[src/rtl/pc_fetch.sv]
// Instruction fetch unit: walks the PC, issues one instruction-memory request at a time
// and hands each returned word to decode, honouring redirects in every state.
module pc_fetch #(
    parameter int                   CPU_WIDTH = 32,
    parameter logic [CPU_WIDTH-1:0] RESET_PC  = 32'h8000_0000
) (
    input  logic                 clk,
    input  logic                 rst_n,
    input  logic                 ena,
    input  logic                 redir_valid,
    input  logic [CPU_WIDTH-1:0] redir_pc,
    output logic                 imem_req_valid,
    input  logic                 imem_req_ready,
    output logic [CPU_WIDTH-1:0] imem_req_addr,
    input  logic                 imem_rsp_valid,
    input  logic [31:0]          imem_rsp_data,
    output logic                 inst_valid,
    input  logic                 inst_ready,
    output logic [31:0]          inst,
    output logic [CPU_WIDTH-1:0] inst_pc,
    output logic [CPU_WIDTH-1:0] curr_pc
);

    typedef enum logic [1:0] {
        IDLE,
        REQ,
        WAIT,
        OUT
    } state_t;

    state_t                 state;
    state_t                 after_inst;
    logic                   drop;
    logic [CPU_WIDTH-1:0]   redir_aligned;
    logic [CPU_WIDTH-1:0]   pc_plus4;

    assign redir_aligned  = redir_pc & ~CPU_WIDTH'(3);
    assign pc_plus4       = curr_pc + CPU_WIDTH'(4);
    assign after_inst     = ena ? REQ : IDLE;

    // Request is a pure decode of the state register, so it drops with the async reset.
    assign imem_req_valid = (state == REQ);
    assign imem_req_addr  = curr_pc;

    always_ff @(posedge clk or negedge rst_n) begin
        if (!rst_n) begin
            state      <= IDLE;
            curr_pc    <= RESET_PC;
            inst_valid <= 1'b0;
            inst       <= '0;
            inst_pc    <= '0;
            drop       <= 1'b0;
        end else begin
            case (state)
                IDLE: begin
                    if (redir_valid) curr_pc <= redir_aligned;
                    if (ena) state <= REQ;
                end
                REQ: begin
                    if (redir_valid) curr_pc <= redir_aligned;
                    if (imem_req_ready) begin
                        // A redirect racing the handshake leaves a stale response in flight.
                        drop  <= redir_valid;
                        state <= WAIT;
                    end else if (!ena) begin
                        state <= IDLE;
                    end
                end
                WAIT: begin
                    if (redir_valid) curr_pc <= redir_aligned;
                    if (imem_rsp_valid) begin
                        drop <= 1'b0;
                        if (redir_valid || drop) begin
                            state <= after_inst;
                        end else begin
                            inst       <= imem_rsp_data;
                            inst_pc    <= curr_pc;
                            inst_valid <= 1'b1;
                            state      <= OUT;
                        end
                    end else if (redir_valid) begin
                        drop <= 1'b1;
                    end
                end
                OUT: begin
                    // Redirect beats a same-cycle consume: the held word is discarded, no +4.
                    if (redir_valid) begin
                        curr_pc    <= redir_aligned;
                        inst_valid <= 1'b0;
                        state      <= after_inst;
                    end else if (inst_ready) begin
                        curr_pc    <= pc_plus4;
                        inst_valid <= 1'b0;
                        state      <= after_inst;
                    end
                end
                default: state <= IDLE;
            endcase
        end
    end

endmodule
[config.mk]
export PLATFORM = sky130hd
export DESIGN_NAME = pc_fetch
export DESIGN_NICKNAME = d
export VERILOG_FILES = /design/src/rtl/pc_fetch.sv
export SDC_FILE = /design/constraint.sdc
export NUM_CORES = 1
export LEC_CHECK = 0
export ABC_AREA = 1
export CAP_MARGIN = 20
export CORE_ASPECT_RATIO = 0.75
export CORE_UTILIZATION = 35
export DETAILED_ROUTE_END_ITERATION = 10
export HOLD_SLACK_MARGIN = 0.12
export PLACE_DENSITY = 0.64
export SYNTH_ARGS = -nofsm -noshare
export SYNTH_HDL_FRONTEND = slang
export SYNTH_SLANG_ARGS = --single-unit
[constraint.sdc]
create_clock -name clk -period 2.3 [get_ports clk]
set_input_delay 0.46 -clock clk [delete_from_list [all_inputs] [get_ports clk]]
set_output_delay 0.46 -clock clk [all_outputs]
set_load 0.01 [all_outputs]
Word level (Yosys, flattened, before mapping)

Cells that the tools add are included.

$add $sub $neg: 1
Reduce and logical (&&, ||, !) cells: 10
Equality and inequality tests: 11
Multiplexer cells: 22
Bitwise operators: 1

Operators with widths:

| cell                  | number |
|---|---|
| $mux 32               | 3 |
| $pmux 32 s2           | 1 |
| $add 32x3->32 const B | 1 |
| $mux 2                | 7 |
| $mux 1                | 8 |
| $pmux 2 s4            | 1 |
| $reduce_and 4->1      | 2 |
| $ne 2x2->1 const B    | 3 |
| $ne 3x3->1 const B    | 2 |
| $reduce_and 3->1      | 2 |
| $eq 2x2->1 const B    | 2 |
| $ne 2x1->1 const B    | 2 |
| $pmux 1 s2            | 2 |
| $reduce_bool 2->1     | 2 |
| $ne 3x2->1 const B    | 1 |
| $reduce_or 3->1       | 1 |
| $eq 2x1->1 const B    | 1 |
| $logic_not 2->1       | 1 |
| $reduce_and 2->1      | 1 |
| $logic_or 1x1->1      | 1 |
| $not 1->1             | 1 |

Logic and storage cells: 51
Bits in registers: 100
Input port bits: 71
Output and inout port bits: 130

Depth between registers and ports, before layout

Gate-level depths: netlist of the first run.

Depth after elaboration: 4
Gate-level depth with buffers: 10
Mapped depth without buffers: 10

Worst setup path after synthesis of the first run

Ideal clock, no wire load.

Path type: input to register
Start: input port redir_valid
End: register inst[0]
Setup slack: 0.657 ns
Required time: 2.175 ns
Path buffers: 2
Cell stages on the path: 6
Library setup time: 0.125 ns
Data arrival time: 1.518 ns
Path through: buf_6 > or2_4 > nor2_8 > nand2_8 > buf_12 > mux2_4

Longest elaborated chain between the ends: 3

Ends and longest elaborated chain:

| item                       | line | text |
|---|---|---|
| from (decl)                | 10   | `input logic redir_valid,` |
| $logic_or 1x1->1           | 73   | `if (redir_valid \|\| drop) begin` |
| $not 1->1 (no line)        | --   |  |
| $reduce_and 3->1 (no line) | --   |  |
| to (signal assigned)       | 76   | `inst <= imem_rsp_data;` |
| to (decl)                  | 19   | `output logic [31:0] inst,` |

No other way between the ends.
A chain may end at the register's enable or synchronous reset.

Final worst setup path of the first run

Start: register state[1]
End: output port imem_req_valid

Longest elaborated chain between the ends: 1

Ends and longest elaborated chain:

| item                   | line | text |
|---|---|---|
| from (decl)            | 31   | `state_t state;` |
| from (signal assigned) | 74   | `state <= after_inst;` |
| from (signal assigned) | 90   | `state <= after_inst;` |
| from (signal assigned) | 94   | `state <= after_inst;` |
| $eq 2x1->1             | 42   | `assign imem_req_valid = (state == REQ);` |
| to (decl)              | 12   | `output logic imem_req_valid,` |

No other way between the ends.

==> impl_metrics.tcl, run 1 <==
set metrics [dict create \
    status "finished, final reports clean" \
    coreArea_um2 14700 \
    finalPower_uw 7850 \
    ys_warn_count 0 \
    yosysTopAreaCell "dfrtp_1" \
    yosysMostFrequentCell "nand2_1" \
    grt_setup_unrepaired "false" \
    globalRouteTotalUtil_pct 20.9 \
    min_from "inst_pc[10]" \
    layout-drive-gt1-share_pct 11.6 \
    ys_async_sr_fraction_pct 100 \
    ant_nets 0 \
    grt-ovfl-total 0 \
    critPathRequiredTime_ps 1840 \
    max_freq_mhz 495 \
    crit_path_top_delay_cell "clkdlybuf4s50_1" \
    cp_max_fo 5 \
    design_area_um2 7560 \
    setup-tns-final_ps 0 \
    holdPathStages 2 \
    die_x_um 145 \
    initial_core_util_pct 36.4 \
    synth_edf_count 0 \
    synthXorXnorAreaFrac_pct 0.164 \
    synth_seq_area_share_pct 45.0 \
    synth_area_leaders "dfrtp_1 44%, nand2_1 11%, mux2_4 11%" \
    finalClockSkew_ps 11.0 \
    r2r_end "curr_pc[29]" \
    grt_pass1_wl_um 24600 \
    synth_top_area_share_pct 44.5 \
    r2r_cells 9 \
    cts_max_path_buffers 2 \
    ctsResizeCount 0 \
    cp-start-kind "flop" \
    cts.reportedPaths.clkPinSlew_ps 70 \
    syn_area_per_cell_um2 8.61 \
    setup_viol 0 \
    critical-path-top-delay-family "buffers and inverters" \
    synth-adder-area-share_pct 0.234 \
    slew_violations 0 \
    p_per_area_nw_per_um2 1040 \
    synth_area_um2 5350 \
    maxCapViolations 0 \
    insertion_delay_ps 350 \
    grt_pass1_vias 4569 \
    synth_seq_cells 96 \
    r2r_setup_slack_ps 530 \
    synth_top_family_by_area "simple AND/OR/NAND/NOR gates" \
    synthCells 621 \
    cts_tree "built" \
    rr_startpoint "curr_pc[11]" \
    htreeDepth 3 \
    postLayoutCoreUtil_pct 51.5 \
    wl_um 15900 \
    clock_sinks 96 \
    place_area_um2 7250 \
    area_growth_pct 41.4 \
    max_stage_delay_ps 540 \
    crit_buf_inv 3 \
    grt_antenna_before_repair 0 \
    post_cts_buffers 0 \
    grtUsageMet2_pct 29.9 \
    cp_cell_sequence "inv_2, nand2_1, inv_1, clkdlybuf4s50_1" \
    grtUsageMet3_pct 4.66 \
    worstSetupPathType "reg2out" \
    gr-usage-met1_pct 30.7 \
    yosys.area_share.simple_pct 23.1 \
    gp_congestion 0.898 \
    drt_iter0_drc 303 \
    cp.arrival_ps 1560 \
    fin_crit_ps 2020 \
    top_usage_layer "met1" \
    crit_path_end_kind "primary output" \
    finalNetCount 863 \
    drc 0 \
    hold_class "reg2reg" \
    fillers 1352 \
    wl_per_cell_um 16.0 \
    cts_buffers 9 \
    synthMuxAreaShare_pct 10.7 \
    vdd_drop_max_uv 475 \
    hold_path_end "inst_pc[10]" \
    port_buffers 192 \
    hold_violations 0 \
    dr_total_vias 4803 \
    grt_max_degree 63 \
    ys_types 34 \
    vias_per_cell 4.82 \
    pin_count 201 \
    cts_root_buf "clkbuf_16" \
    design.die.area_um2 15800 \
    synthFlopType "dfrtp_1" \
    min_period_over_period_pct 87.8 \
    power_leakage_uw 0.00353 \
    hpwl_um 12200 \
    synth-compound-area-share_pct 8.64 \
    num_rows 38 \
    synthTopCellsByCount "157 x nand2_1, 95 x dfrtp_1, 90 x nor2_1" \
    antennaDiodeCount 0 \
    die_h_um 109 \
    dr.pass1.iters 4 \
]
through the flow:
stage                     worst slack, ps  cells  hold slack (ps)
after floorplan                       657    626              164
after global placement                158    979              440
after detailed placement              142    979              447
after CTS                             261    996              489
after global routing                  188    996              523
final                                 280    996              486
sequential cells by signal, summed over array words and instances, names as in the netlist:
name,cells
curr_pc,30
state,2
drop,1
inst_valid,1
inst,32
inst_pc,30
worst max-delay path by stage:
stage                           start              to  slack [ps]  cells after the start
after floorplan           redir_valid         inst[0]         660                      6
after global placement    redir_valid        inst[26]         160                      6
after detailed placement  redir_valid      inst_pc[4]         140                      6
after CTS                    state[1]  imem_req_valid         260                      4
after global routing         state[1]  imem_req_valid         190                      4
final                        state[1]  imem_req_valid         280                      4
metal layers:
| layer | vias up | share of wire, % |
|---|---|---|
| met5 | - | 0 |
| met4 | 0 | 1.8 |
| met3 | 21 | 6.7 |
| met2 | 182 | 42 |
| met1 | 2306 | 49 |
| li1 | 2294 | - |
timing repair:
item,4_1_cts,5_1_grt
hold buffers,1,0
endpoints found under the hold margin,34,0
endpoints found under the setup margin,0,0
placed cells by master, fill, tap and decap left out, types with 2 or more instances in the layout:
master,netlist,final
a211oi_1,3,3
a21oi_1,9,9
buf_12,4,4
buf_4,36,13
clkbuf_16,0,9
clkdlybuf4s50_1,0,191
clkinv_2,0,2
conb_1,1,6
dfrtp_1,95,95
inv_1,50,50
inv_2,3,3
mux2_4,38,38
nand2_1,157,157
nand3_1,38,38
nand4_1,6,6
nor2_1,90,90
nor3_1,2,2
o211ai_1,3,3
o21ai_0,30,30
o21ai_1,11,11
o21ai_2,13,13
o21bai_1,2,2
o22ai_1,5,5
worst min-delay path, stage by stage (launching register included):
cell and delay [ps]:
dfrtp_1 340, nand2_1 70, o21ai_2 50
power breakdown:
part	internal (uW)	switching [uW]	total [uW]
logic	2050	1400	3450
clock network	872	666	1540
registers	2330	535	2870
final cells by class:
type,instances,area [um^2],area share [%]
flip-flops and latches,96,2400,31.8
multi-input cells,422,2310,30.5
inverters,53,199,2.63
clock inverters,5,56.3,0.745
well taps,200,250,3.31
clock buffers,11,243,3.21
repair buffers,209,2100,27.8
kinds of logic (layout without fill, tap and decap cells):
group | count (synthesis) | count (layout)
AO/OA/AOI/OAI | 77 | 77
XOR/XNOR | 1 | 1
adder cells (fa/ha/maj) | 1 | 1
buffers and inverters | 108 | 278
flip-flops | 96 | 96
multiplexers | 38 | 38
other | 1 | 6
AND/OR/NAND/NOR | 299 | 299
Note: power is estimated with default switching activity, not from simulation.
==> inputs of run 2 (changes only) <==
- GPL_ROUTABILITY_DRIVEN: not set -> 1
- HOLD_SLACK_MARGIN: 0.12 -> 0.02
- clock period: 2.3 -> 2.52 ns (I/O delays scaled with it)
==> run 2 against run 1 <==
Flip-flop and latch count is the same; first-iteration DRC count fell by 4.6%; via count up 0.60%; count of clock-buffer cells in the layout stayed put; setup slack better by 150 ps; combinational power down 9.3%; cell area down 0.76%; die area stayed put.
==> impl_metrics.tcl, run 2 (synthesis gave the netlist of run 1 again) <==
set metrics [dict create \
    largest_reg_flops 32 \
    cp_cell_sequence "inv_2, nand2_1, inv_1, clkdlybuf4s50_1" \
    grt-ovfl-total 0 \
    setup-tns-final_ps 0 \
    vias_per_cell 4.87 \
    initial_core_util_pct 36.4 \
    layout-drive-gt1-share_pct 11.1 \
    finalWorstSetupSlack_ps 428 \
    slew_violations 0 \
    dr_total_vias 4832 \
    die_h_um 109 \
    wl_um 16100 \
    port_buffers 192 \
    dr.pass1.iters 5 \
    drc 0 \
    globalRouteTotalUtil_pct 21.2 \
    slew_headroom_pct 64.1 \
    cts.reportedPaths.clkPinSlew_ps 60 \
    cp-start-kind "flop" \
    max_stage_delay_ps 540 \
    crit_path_end_kind "primary output" \
    min_period_over_period_pct 83.0 \
    ctsResizeCount 0 \
    area_growth_pct 40.4 \
    ant_nets 0 \
    setup_viol 0 \
    finalNetCount 860 \
    drt_iter0_drc 289 \
    hpwl_um 12200 \
    design.die.area_um2 15800 \
    grt_pass1_wl_um 25100 \
    r2r_end "curr_pc[19]" \
    max_freq_mhz 478 \
    power_leakage_uw 0.00350 \
    final_common_cell "clkdlybuf4s50_1" \
    critical-path-top-delay-family "buffers and inverters" \
    htreeDepth 3 \
    fin_crit_ps 2090 \
    gp_congestion 0.907 \
    insertion_delay_ps 350 \
    post_cts_buffers 0 \
    dpl_worst_slack_ps 146 \
    maxCapViolations 0 \
    worstSetupPathType "reg2out" \
    crit_buf_inv 3 \
    grt_max_degree 58 \
    num_rows 38 \
    cts_max_path_buffers 2 \
    grt_pass1_vias 4731 \
    critPathRequiredTime_ps 2020 \
    r2r_cells 10 \
    cp_max_fo 5 \
    finalClockSkew_ps 5.43 \
    layout_common_cells "191 x clkdlybuf4s50_1, 157 x nand2_1, 95 x dfrtp_1, 90 x nor2_1, 50 x inv_1" \
    pin_count 201 \
    cts_hold_buf 1 \
    holdPathStages 2 \
    coreArea_um2 14700 \
    status "finished, final reports clean" \
    rr_startpoint "state[1]" \
    hold_path_end "inst_pc[10]" \
    min_from "inst_pc[10]" \
    cp.arrival_ps 1590 \
    grt_antenna_before_repair 0 \
    r2r_setup_slack_ps 700 \
    p_per_area_nw_per_um2 948 \
    cts_root_buf "clkbuf_16" \
    wl_per_cell_um 16.2 \
    clock_sinks 96 \
    hold_class "reg2reg" \
    hold_violations 0 \
    die_x_um 145 \
    worstMarginPinSlew_ps 537 \
    crit_path_top_delay_cell "clkdlybuf4s50_1" \
    vdd_drop_max_uv 412 \
    grt_setup_unrepaired "false" \
    antennaDiodeCount 0 \
    regMostFlops "inst" \
    reg_top3 "inst (32), curr_pc (30), inst_pc (30)" \
    cts_buffers 9 \
    cts_tree "built" \
]
==> run 2: cell type report <==
cell class / count / area, um^2
Clock inverter: 5 / 56.3
Fill cell: 1353 / 7190
Inverter: 53 / 199
Sequential cell: 96 / 2400
Clock buffer: 11 / 233
Tap cell: 200 / 250
Multi-Input combinational cell: 422 / 2310
Timing Repair Buffer: 206 / 2050
==> run 2: through the flow <==
stage / cell area (um^2) / power, uW / utilization, % / hold WS, ps / std cells
5_1_grt: 7500 / 7560 / 51.1 / 504 / 993
3_5_place_dp: 7200 / 5770 / 49.0 / 394 / 976
3_3_place_gp: 7200 / 5710 / 49.0 / 387 / 976
2_1_floorplan: 5360 / 4110 / - / 208 / 626
4_1_cts: 7500 / 7190 / 51.1 / 487 / 993
6_report: 7500 / 7110 / 51.1 / 480 / 993
==> run 2: worst max-delay path by stage <==
stage	depth (start not counted)	from	slack [ps]	to
2_1_floorplan	6	redir_valid	830	inst[0]
3_3_place_gp	8	redir_valid	200	curr_pc[18]
3_5_place_dp	7	redir_valid	150	inst_pc[13]
4_1_cts	4	state[1]	400	imem_req_valid
5_1_grt	4	state[1]	340	imem_req_valid
6_report	4	state[1]	430	imem_req_valid
==> run 2: tightest hold or removal path: stages, from the launching register on <==
cell	delay (ps)
dfrtp_1	340
nand2_1	60
o21ai_2	50
==> run 2: per-layer routing <==
layer | vias to the layer above | global-route usage [%] | share of wire [%]
li1 | 2298 | - | -
met1 | 2268 | 30.3 | 48
met2 | 238 | 31.2 | 42
met3 | 28 | 5.53 | 8.3
met4 | 0 | 6.09 | 1.8
met5 | - | 0 | 0
==> run 2: report_power, final <==
part	switching [uW]	internal, uW	leakage, uW	total [uW]
logic	1270	1860	0.00220	3130
registers	486	2130	0.00116	2620
clock network	596	771	0.000140	1370
==> inputs of run 3 (changes only) <==
- clock period: 2.52 -> 2 ns (I/O delays scaled with it)
==> run 3 against run 2 <==
Flip-flop and latch count unchanged; via count increased by 0.41%; critical path depth decreased by 3; non-clock buffer count increased by 17; core utilization increased by 1.3 points; combinational power increased by 29%; routed wire length increased by 0.34%; final cell count increased by 1.7%; critical endpoint is now imem_req_addr[14]; largest power group unchanged.
==> impl_metrics.tcl, run 3 (synthesis gave the netlist of run 1 again) <==
set metrics [dict create \
    status "finished, final reports clean" \
    htreeDepth 3 \
    worstSetupPathType "reg2out" \
    multi_input_area_um2 2310 \
    hpwl_um 12500 \
    hold_violations 0 \
    worst-path-stages 1 \
    r2r_end "curr_pc[22]" \
    p_clk_share_pct 18.5 \
    initial_core_util_pct 36.4 \
    crit_path_end_kind "primary output" \
    setup-tns-final_ps 0 \
    p_per_area_nw_per_um2 1170 \
    max_stage_delay_ps 620 \
    critPathLaunch "curr_pc[14]" \
    grt-ovfl-total 0 \
    design.die.area_um2 15800 \
    r2r_setup_slack_ps 250 \
    finalClockSkew_ps 9.88 \
    place_area_um2 7390 \
    crit_path_end "imem_req_addr[14]" \
    switching_power_uw 3010 \
    maxCapViolations 0 \
    fillers 1360 \
    grt_max_degree 45 \
    design_area_um2 7690 \
    dr.pass1.iters 6 \
    cp.arrival_ps 1500 \
    area_growth_pct 43.9 \
    cts_tree "built" \
    vdd_drop_max_uv 536 \
    cp_cell_sequence "clkdlybuf4s50_1" \
    grt_antenna_before_repair 0 \
    setup_viol 0 \
    fin_crit_ps 1900 \
    post_cts_buffers 0 \
    insertion_delay_ps 350 \
    cts.reportedPaths.clkPinSlew_ps 70 \
    rr_startpoint "curr_pc[11]" \
    p_sw_share_pct 33.5 \
    die_h_um 109 \
    power_leakage_uw 0.00362 \
    globalRouteTotalUtil_pct 21.2 \
    p_seq_share_pct 36.6 \
    cp-start-kind "flop" \
    antennaDiodeCount 0 \
    regMostFlops "inst" \
    wl_um 16200 \
    dr_total_vias 4852 \
    internal_power_uw 5970 \
    layout_common_cells "190 x clkdlybuf4s50_1, 157 x nand2_1, 94 x dfrtp_1, 90 x nor2_1, 50 x inv_1" \
    grt_setup_unrepaired "false" \
    cts_buffers 9 \
    crit_path_top_delay_cell "clkdlybuf4s50_1" \
    r2r_cells 8 \
    largest_reg_flops 32 \
    grt_pass1_vias 4684 \
    ant_nets 0 \
    gp_congestion 0.879 \
    max_freq_mhz 525 \
    coreArea_um2 14700 \
    cts_max_path_buffers 2 \
    die_x_um 145 \
    drc 0 \
    num_rows 38 \
    wl_per_cell_um 16.0 \
    slew_violations 0 \
    grt_pass1_wl_um 25100 \
    hold_class "in2async" \
    drt_iter0_drc 321 \
    cts_root_buf "clkbuf_16" \
    pin_count 201 \
    seqCellArea_um2 2400 \
    cp_max_fo 6 \
    layout-drive-gt1-share_pct 13.3 \
    port_buffers 192 \
    combPwrFrac_pct 44.9 \
    clock_sinks 96 \
    critical-path-top-delay-family "buffers and inverters" \
    holdWs_ps 486 \
    vias_per_cell 4.80 \
    final_common_cell "clkdlybuf4s50_1" \
    min_period_over_period_pct 95.2 \
    crit_buf_inv 1 \
    postLayoutCoreUtil_pct 52.3 \
    critPathRequiredTime_ps 1600 \
    finalNetCount 877 \
    reg_top3 "inst (32), curr_pc (30), inst_pc (30)" \
]
run 3: area by class of cell:
class                      count  area share, %
sequential                    96           31.3
multi-input combinational    422           30.0
timing repair buffer         223           29.2
tap                          200           3.25
clock buffer                  10           3.11
inverter                      53           2.59
clock inverter                 6          0.569
run 3: routing by layer:
| layer | vias to the layer above | track usage (%) | share of wire, % |
|---|---|---|---|
| li1 | 2327 | - | - |
| met1 | 2299 | 31.8 | 49 |
| met4 | 0 | 6.24 | 1.6 |
| met2 | 206 | 30.7 | 42 |
| met5 | - | 0 | 0 |
| met3 | 20 | 4.04 | 7.1 |
run 3: power groups by stage:
stage	registers [uW]	logic (uW)	clock network, uW
3_3_place_gp	3270	4010	0
5_1_grt	3390	4350	1780
6_report	3290	4030	1660
3_5_place_dp	3290	4060	0
2_1_floorplan	3530	1650	0
4_1_cts	3290	4070	1710
run 3: repair_timing:
| item | in CTS | in global routing |
|---|---|---|
| hold buffers | 1 | 0 |
| hold endpoints to repair | 21 | 0 |
| setup endpoints to repair | 0 | 1 |
| gates resized for setup | 0 | 2 |
run 3: worst min-delay path by stage:
stage,start,end,slack (ps),cells past startpoint
after detailed placement,rst_n,inst_pc[24],320,1
after CTS,rst_n,inst_pc[24],490,2
after floorplan,rst_n,curr_pc[10],100,0
after global placement,rst_n,inst_pc[25],320,1
final,rst_n,inst_pc[24],490,2
after global routing,inst_pc[18],inst_pc[18],510,2
run 3: stage by stage:
step,total power [uW],cells,setup slack [ps]
after floorplan,5180,626,417
after global placement,7280,993,-7.19
after detailed placement,7350,993,-29.4
after CTS,9070,1010,5.63
after global routing,9520,1010,33.8
final,8980,1010,97.0
